**src/rtl/mem_bus_arbiter_if.sv**
```systemverilog
// Two-requester memory bus bundle: requester ports, response path and the memory side.
// The arbiter takes the slave view; the requesters plus memory take the master view.
interface mem_bus_arbiter_if #(
    parameter int DATA_W = 64
);
    logic              req0;
    logic              req1;
    logic              we0;
    logic              we1;
    logic [DATA_W-1:0] addr0;
    logic [DATA_W-1:0] addr1;
    logic [DATA_W-1:0] wdata0;
    logic [DATA_W-1:0] wdata1;
    logic              gnt0;
    logic              gnt1;
    logic              rvalid0;
    logic              rvalid1;
    logic [DATA_W-1:0] rdata;
    logic              err;
    logic              mem_req;
    logic              mem_we;
    logic [DATA_W-1:0] mem_addr;
    logic [DATA_W-1:0] mem_wdata;
    logic              mem_ack;
    logic [DATA_W-1:0] mem_rdata;

    modport slave (
        input  req0, req1, we0, we1, addr0, addr1, wdata0, wdata1, mem_ack, mem_rdata,
        output gnt0, gnt1, rvalid0, rvalid1, rdata, err,
        output mem_req, mem_we, mem_addr, mem_wdata
    );

    modport master (
        output req0, req1, we0, we1, addr0, addr1, wdata0, wdata1, mem_ack, mem_rdata,
        input  gnt0, gnt1, rvalid0, rvalid1, rdata, err,
        input  mem_req, mem_we, mem_addr, mem_wdata
    );
endinterface

```
**src/rtl/mem_bus_arbiter.sv**
```systemverilog
// Round-robin arbiter between a CPU data port and a DMA/debug port onto one memory,
// one outstanding transaction at a time, with an optional per-transaction timeout.
module mem_bus_arbiter #(
    parameter int DATA_W  = 64,
    parameter int TIMEOUT = 255
) (
    input  logic            clk,
    input  logic            rst,
    mem_bus_arbiter_if.slave bus
);
    typedef enum logic [1:0] {S_IDLE, S_WAIT, S_RESP} state_t;

    localparam logic [8:0] TO_LIMIT = 9'(TIMEOUT);

    state_t            r_state;
    state_t            w_state_next;
    logic              r_id;
    logic              r_last_served;
    logic              r_mem_req;
    logic              r_mem_we;
    logic [DATA_W-1:0] r_mem_addr;
    logic [DATA_W-1:0] r_mem_wdata;
    logic              r_rvalid0;
    logic              r_rvalid1;
    logic [DATA_W-1:0] r_rdata;
    logic              r_err;
    logic [7:0]        r_cnt;

    logic              w_sel;
    logic              w_grant;
    logic              w_gnt0;
    logic              w_gnt1;
    logic              w_timeout;

    always_ff @(posedge clk or posedge rst) begin
        if (rst) r_state <= S_IDLE;
        else     r_state <= w_state_next;
    end

    always_comb begin
        w_state_next = r_state;
        case (r_state)
            S_IDLE:  if (w_grant) w_state_next = S_WAIT;
            S_WAIT:  if (bus.mem_ack || w_timeout) w_state_next = S_RESP;
            S_RESP:  w_state_next = S_IDLE;
            default: w_state_next = S_IDLE;
        endcase
    end

    // Contention goes to the port that was not served last; a lone request wins outright.
    always_comb begin
        w_sel     = (bus.req0 && bus.req1) ? ~r_last_served : bus.req1;
        w_grant   = (r_state == S_IDLE) && !rst && (bus.req0 || bus.req1);
        w_gnt0    = w_grant && !w_sel;
        w_gnt1    = w_grant && w_sel;
        w_timeout = (r_state == S_WAIT) && !bus.mem_ack && (TIMEOUT != 0)
                    && (({1'b0, r_cnt} + 9'd1) == TO_LIMIT);
    end

    always_ff @(posedge clk or posedge rst) begin
        if (rst) begin
            r_id          <= 1'b0;
            r_last_served <= 1'b1;
            r_mem_req     <= 1'b0;
            r_mem_we      <= 1'b0;
            r_mem_addr    <= '0;
            r_mem_wdata   <= '0;
            r_rvalid0     <= 1'b0;
            r_rvalid1     <= 1'b0;
            r_rdata       <= '0;
            r_err         <= 1'b0;
            r_cnt         <= 8'd0;
        end else begin
            r_rvalid0 <= 1'b0;
            r_rvalid1 <= 1'b0;
            case (r_state)
                S_IDLE: begin
                    if (w_grant) begin
                        r_id        <= w_sel;
                        r_mem_we    <= w_sel ? bus.we1    : bus.we0;
                        r_mem_addr  <= w_sel ? bus.addr1  : bus.addr0;
                        r_mem_wdata <= w_sel ? bus.wdata1 : bus.wdata0;
                        r_cnt       <= 8'd0;
                        r_mem_req   <= 1'b1;
                    end
                end
                S_WAIT: begin
                    // An ack landing on the timeout cycle still completes normally.
                    if (bus.mem_ack) begin
                        r_rdata   <= r_mem_we ? '0 : bus.mem_rdata;
                        r_err     <= 1'b0;
                        r_mem_req <= 1'b0;
                        r_rvalid0 <= ~r_id;
                        r_rvalid1 <= r_id;
                    end else begin
                        r_cnt <= r_cnt + 8'd1;
                        if (w_timeout) begin
                            r_rdata   <= '0;
                            r_err     <= 1'b1;
                            r_mem_req <= 1'b0;
                            r_rvalid0 <= ~r_id;
                            r_rvalid1 <= r_id;
                        end
                    end
                end
                S_RESP: r_last_served <= r_id;
                default: ;
            endcase
        end
    end

    assign bus.gnt0      = w_gnt0;
    assign bus.gnt1      = w_gnt1;
    assign bus.rvalid0   = r_rvalid0;
    assign bus.rvalid1   = r_rvalid1;
    assign bus.rdata     = r_rdata;
    assign bus.err       = r_err;
    assign bus.mem_req   = r_mem_req;
    assign bus.mem_we    = r_mem_we;
    assign bus.mem_addr  = r_mem_addr;
    assign bus.mem_wdata = r_mem_wdata;
endmodule

```
**src/flat_wrapper.sv**
```systemverilog
// flat-port wrapper written by rule: the top's interface ports become plain ports
module mem_bus_arbiter_flat 
#(
    parameter int DATA_W  = 64,
    parameter int TIMEOUT = 255
)
  (clk, rst, bus_req0, bus_req1, bus_we0, bus_we1, bus_addr0, bus_addr1, bus_wdata0, bus_wdata1, bus_mem_ack, bus_mem_rdata, bus_gnt0, bus_gnt1, bus_rvalid0, bus_rvalid1, bus_rdata, bus_err, bus_mem_req, bus_mem_we, bus_mem_addr, bus_mem_wdata);
  mem_bus_arbiter_if #(.DATA_W(DATA_W)) bus_i ();
  input  logic clk;
  input  logic rst;
  input wire logic [$bits(bus_i.req0)-1:0] bus_req0;
  input wire logic [$bits(bus_i.req1)-1:0] bus_req1;
  input wire logic [$bits(bus_i.we0)-1:0] bus_we0;
  input wire logic [$bits(bus_i.we1)-1:0] bus_we1;
  input wire logic [$bits(bus_i.addr0)-1:0] bus_addr0;
  input wire logic [$bits(bus_i.addr1)-1:0] bus_addr1;
  input wire logic [$bits(bus_i.wdata0)-1:0] bus_wdata0;
  input wire logic [$bits(bus_i.wdata1)-1:0] bus_wdata1;
  input wire logic [$bits(bus_i.mem_ack)-1:0] bus_mem_ack;
  input wire logic [$bits(bus_i.mem_rdata)-1:0] bus_mem_rdata;
  output wire logic [$bits(bus_i.gnt0)-1:0] bus_gnt0;
  output wire logic [$bits(bus_i.gnt1)-1:0] bus_gnt1;
  output wire logic [$bits(bus_i.rvalid0)-1:0] bus_rvalid0;
  output wire logic [$bits(bus_i.rvalid1)-1:0] bus_rvalid1;
  output wire logic [$bits(bus_i.rdata)-1:0] bus_rdata;
  output wire logic [$bits(bus_i.err)-1:0] bus_err;
  output wire logic [$bits(bus_i.mem_req)-1:0] bus_mem_req;
  output wire logic [$bits(bus_i.mem_we)-1:0] bus_mem_we;
  output wire logic [$bits(bus_i.mem_addr)-1:0] bus_mem_addr;
  output wire logic [$bits(bus_i.mem_wdata)-1:0] bus_mem_wdata;
  assign bus_i.req0 = bus_req0;
  assign bus_i.req1 = bus_req1;
  assign bus_i.we0 = bus_we0;
  assign bus_i.we1 = bus_we1;
  assign bus_i.addr0 = bus_addr0;
  assign bus_i.addr1 = bus_addr1;
  assign bus_i.wdata0 = bus_wdata0;
  assign bus_i.wdata1 = bus_wdata1;
  assign bus_i.mem_ack = bus_mem_ack;
  assign bus_i.mem_rdata = bus_mem_rdata;
  assign bus_gnt0 = bus_i.gnt0;
  assign bus_gnt1 = bus_i.gnt1;
  assign bus_rvalid0 = bus_i.rvalid0;
  assign bus_rvalid1 = bus_i.rvalid1;
  assign bus_rdata = bus_i.rdata;
  assign bus_err = bus_i.err;
  assign bus_mem_req = bus_i.mem_req;
  assign bus_mem_we = bus_i.mem_we;
  assign bus_mem_addr = bus_i.mem_addr;
  assign bus_mem_wdata = bus_i.mem_wdata;
  mem_bus_arbiter #(.DATA_W(DATA_W), .TIMEOUT(TIMEOUT)) u_core (.clk(clk), .rst(rst), .bus(bus_i));
endmodule
```
**config.mk**
```make
export PLATFORM = sky130hd
export DESIGN_NAME = mem_bus_arbiter_flat
export DESIGN_NICKNAME = d
export VERILOG_FILES = /design/src/rtl/mem_bus_arbiter_if.sv /design/src/rtl/mem_bus_arbiter.sv /design/src/flat_wrapper.sv
export SDC_FILE = /design/constraint.sdc
export NUM_CORES = 1
export LEC_CHECK = 0
export ABC_CLOCK_PERIOD_IN_PS = 7950
export CAP_MARGIN = 20
export CORE_AREA = 2 2 204 206
export CTS_BUF_LIST = sky130_fd_sc_hd__clkbuf_4 sky130_fd_sc_hd__clkbuf_8
export DETAILED_ROUTE_END_ITERATION = 7
export DIE_AREA = 0 0 206 208
export PLACE_DENSITY = 0.58
export REMOVE_ABC_BUFFERS = 1
export SLEW_MARGIN = 20
export SYNTH_ARGS = -nofsm -noshare
export SYNTH_HDL_FRONTEND = slang
export SYNTH_SLANG_ARGS = --single-unit
```
**constraint.sdc**
```tcl
create_clock -name clk -period 7.95 [get_ports clk]
set_input_delay 0.795 -clock clk [delete_from_list [all_inputs] [get_ports clk]]
set_output_delay 0.795 -clock clk [all_outputs]
set_load 0.05 [all_outputs]
```
==> out/qor.txt <==
Layout cell share with drive strength beyond 1 = 5.59%
Drt first-iter violations = 385
Worst Setup End Kind = primary output
Number of flops mapped to enable cells by yosys = 0
Final Instance Area = 15,900 um^2
Startpoint Class = primary input
Worst slew pin tran = 1.09 ns
Placed Area = 15,200 um^2
Synth warnings = 0
Syn Inst Count = 928
Min Tclk post-route = 3.91 ns
M2 GR Usage = 26.6%
Largest net degree at the start of global routing = 123
Grt met1 use = 18.0%
Initial antenna violation count = 3
GRT met3 Usage = 6.17%
Peak supply drop = 0.138 mV
Synth cell types = 37
Max-slew violations = 0
Fin cells = 1,984
Slew margin rel. = 27.4%
First-pass GRT wire length = 52,600 um
Vias per Instance = 4.32
Period utilisation layout = 49.1%
#FFs+latches synth = 209
CP Max Fanout = 75
Synth async-reset ratio = 100%
Clock transition at path regs = 0.06 ns
WL per Instance = 17.5 um
Final ANT Viol Nets = 0
Core area = 40,600 um^2
Die width = 206 um
Drt total wl = 34,700 um
Area grow syn2layout = 68.8%
Min-Delay Path Class = register to register
CP Data Required Time = 7.15 ns
Busiest layer in global routing = met2
Status = finished clean
R2r setup slk = 4.85 ns
Placer Congestion = 0.761
Final setup fails = 0
Routed via count = 8,562
Fin. Hold Viols = 0
Setup Skew = 0.0196 ns
Leakage power = 0.00702 uW
Root Buffer = clkbuf_8
Max-cap check violation count = 0
DRC Markers = 0
Cell Area, Synth = 9430 um^2
Row count = 74
Register area share after synthesis = 55.5%
All-layer global routing usage = 15.9%
Number of global-route vias before repair = 9,075
Unrepaired setup endpoints after global routing = false
GR Overflow Total = 0
First drt pass iteration count = 4
Avg Inst Size Synth = 10.2 um^2
Setup_tns = 0 ns
Fmax = 256 MHz
Tot Pwr = 5910 uW
Hold_buf cts = 0
Full die area = 42,800 um^2
Ys flop type = dfrtp_1
Cells after DPL = 1,919
Max Buffers Root-to-Sink = 3
Total clock sinks = 209
Power Density = 371 nW/um^2
Arrival time worst endpoint = 3.11 ns
PortBufs = 525
Initial core utilization = 23.3%
Final HPWL DP = 25,800 um
Worst-skew pair later-pin latency = 0.55 ns
TritonCTS clock tree = done
H-tree levels = 2
CP Class = primary input to primary output
Setup Buffers After CTS = 0
Chip height = 208 um
Nets = 1,756
IO Pins = 526
Post_cts resized = 0
Total CTS buffers = 38
[through the flow]
| stage | hold slack (ns) | setup slack (ns) | utilization, % |
|---|---|---|---|
| 3_3_place_gp | 0.462 | 3.84 | 37.4 |
| 2_1_floorplan | 0.482 | -10.81 | - |
| 3_5_place_dp | 0.469 | 3.77 | 37.4 |
| 4_1_cts | 0.482 | 3.99 | 39.2 |
| 5_1_grt | 0.496 | 3.89 | 39.3 |
| 6_report | 0.475 | 4.04 | 39.3 |
[metal layers]
metal	vias to the layer above	share of wire, %
met2	383	48
met4	0	2.4
met5	-	0
met1	3951	39
met3	43	11
li1	4185	-
[power by group]
group | internal, uW | total [uW] | switching (uW)
Sequential | 1470 | 1700 | 224
Combinational | 1060 | 3180 | 2120
Clock | 580 | 1030 | 451
Total | 3120 | 5910 | 2800
[cell usage in the layout, fill, tap and decap left out, types with 2 or more instances in the layout]
master,netlist,routed
xor2_1,5,5
clkdlybuf4s50_1,0,525
clkinv_2,0,3
inv_1,68,67
and3_1,2,2
buf_4,0,7
mux2_2,2,2
nor3_1,2,2
clkbuf_8,0,47
o21a_1,2,2
dfrtp_1,208,207
nand3_1,6,6
ha_1,2,2
nor2_1,2,2
diode_2,0,3
o21ai_0,137,137
nand2_1,199,198
mux2i_1,129,129
o31ai_1,2,2
o32ai_1,64,64
clkbuf_4,0,11
and2_1,3,3
nor2b_1,2,2
nand2b_1,3,3
[cell type report]
class | count | area (um^2)
diodes | 3 | 7.51
clock buffers | 58 | 729
clock inverters | 4 | 23.8
fillers | 4083 | 24600
inverters | 68 | 263
multi-input cells | 576 | 3660
flip-flops and latches | 209 | 5230
well taps | 532 | 666
repair buffers | 534 | 5340
[path summary, 6_finish.rpt]
kind,start,endpoint,cells after the start
worst max-delay path,rst,bus_gnt0,6
worst min-delay path,u_core.bus.mem_addr[53],u_core.bus.mem_addr[53],2
worst max register to register,u_core.r_state[1],u_core.bus.mem_wdata[55],6
worst min register to register,u_core.bus.mem_addr[53],u_core.bus.mem_addr[53],2
max in group asynchronous,rst,u_core.bus.mem_wdata[62],3
min in group asynchronous,rst,u_core.r_state[0],2
[worst max-delay path, cell delays in order]
cell and delay [ns]:
clkdlybuf4s50_1 0.51, nor3_1 0.31, o21ai_4 0.09, buf_4 0.31
nor2_1 0.20, clkdlybuf4s50_1 0.83
[sequential cells by signal, summed over array words and instances, names as in the netlist]
signal,flops
u_core.bus.mem_addr,64
u_core.bus.mem_wdata,64
u_core.bus.rdata,64
u_core.r_cnt,8
u_core.r_state,2
u_core.bus.err,1
u_core.bus.mem_req,1
u_core.bus.mem_we,1
u_core.bus.rvalid0,1
u_core.bus.rvalid1,1
u_core.r_id,1
u_core.r_last_served,1
[cell usage after synthesis (all sizes together), types with 2 or more instances]
library cell | instances | area [um^2]
dfrtp | 208 | 5200
nand2 | 199 | 747
o21ai | 138 | 691
mux2i | 129 | 1290
inv | 68 | 255
o32ai | 64 | 561
clkbuf | 47 | 176
buf | 28 | 144
nand3 | 6 | 30.0
xor2 | 5 | 43.8
and2 | 3 | 18.8
nand2b | 3 | 18.8
nor3 | 3 | 20.0
and3 | 2 | 12.5
ha | 2 | 25.0
mux2 | 2 | 22.5
nor2 | 2 | 7.51
nor2b | 2 | 12.5
o21a | 2 | 15.0
o31ai | 2 | 15.0
[kinds of logic after synthesis]
kind of cell,share of synthesized area (%)
flops,55.5
buf+inv,6.10
mux,13.9
fa+ha+maj,0.265
xor+xnor,0.464
compound gates,14.3
simple gates,9.46
No activity file was read; power rests on OpenSTA's default activity.
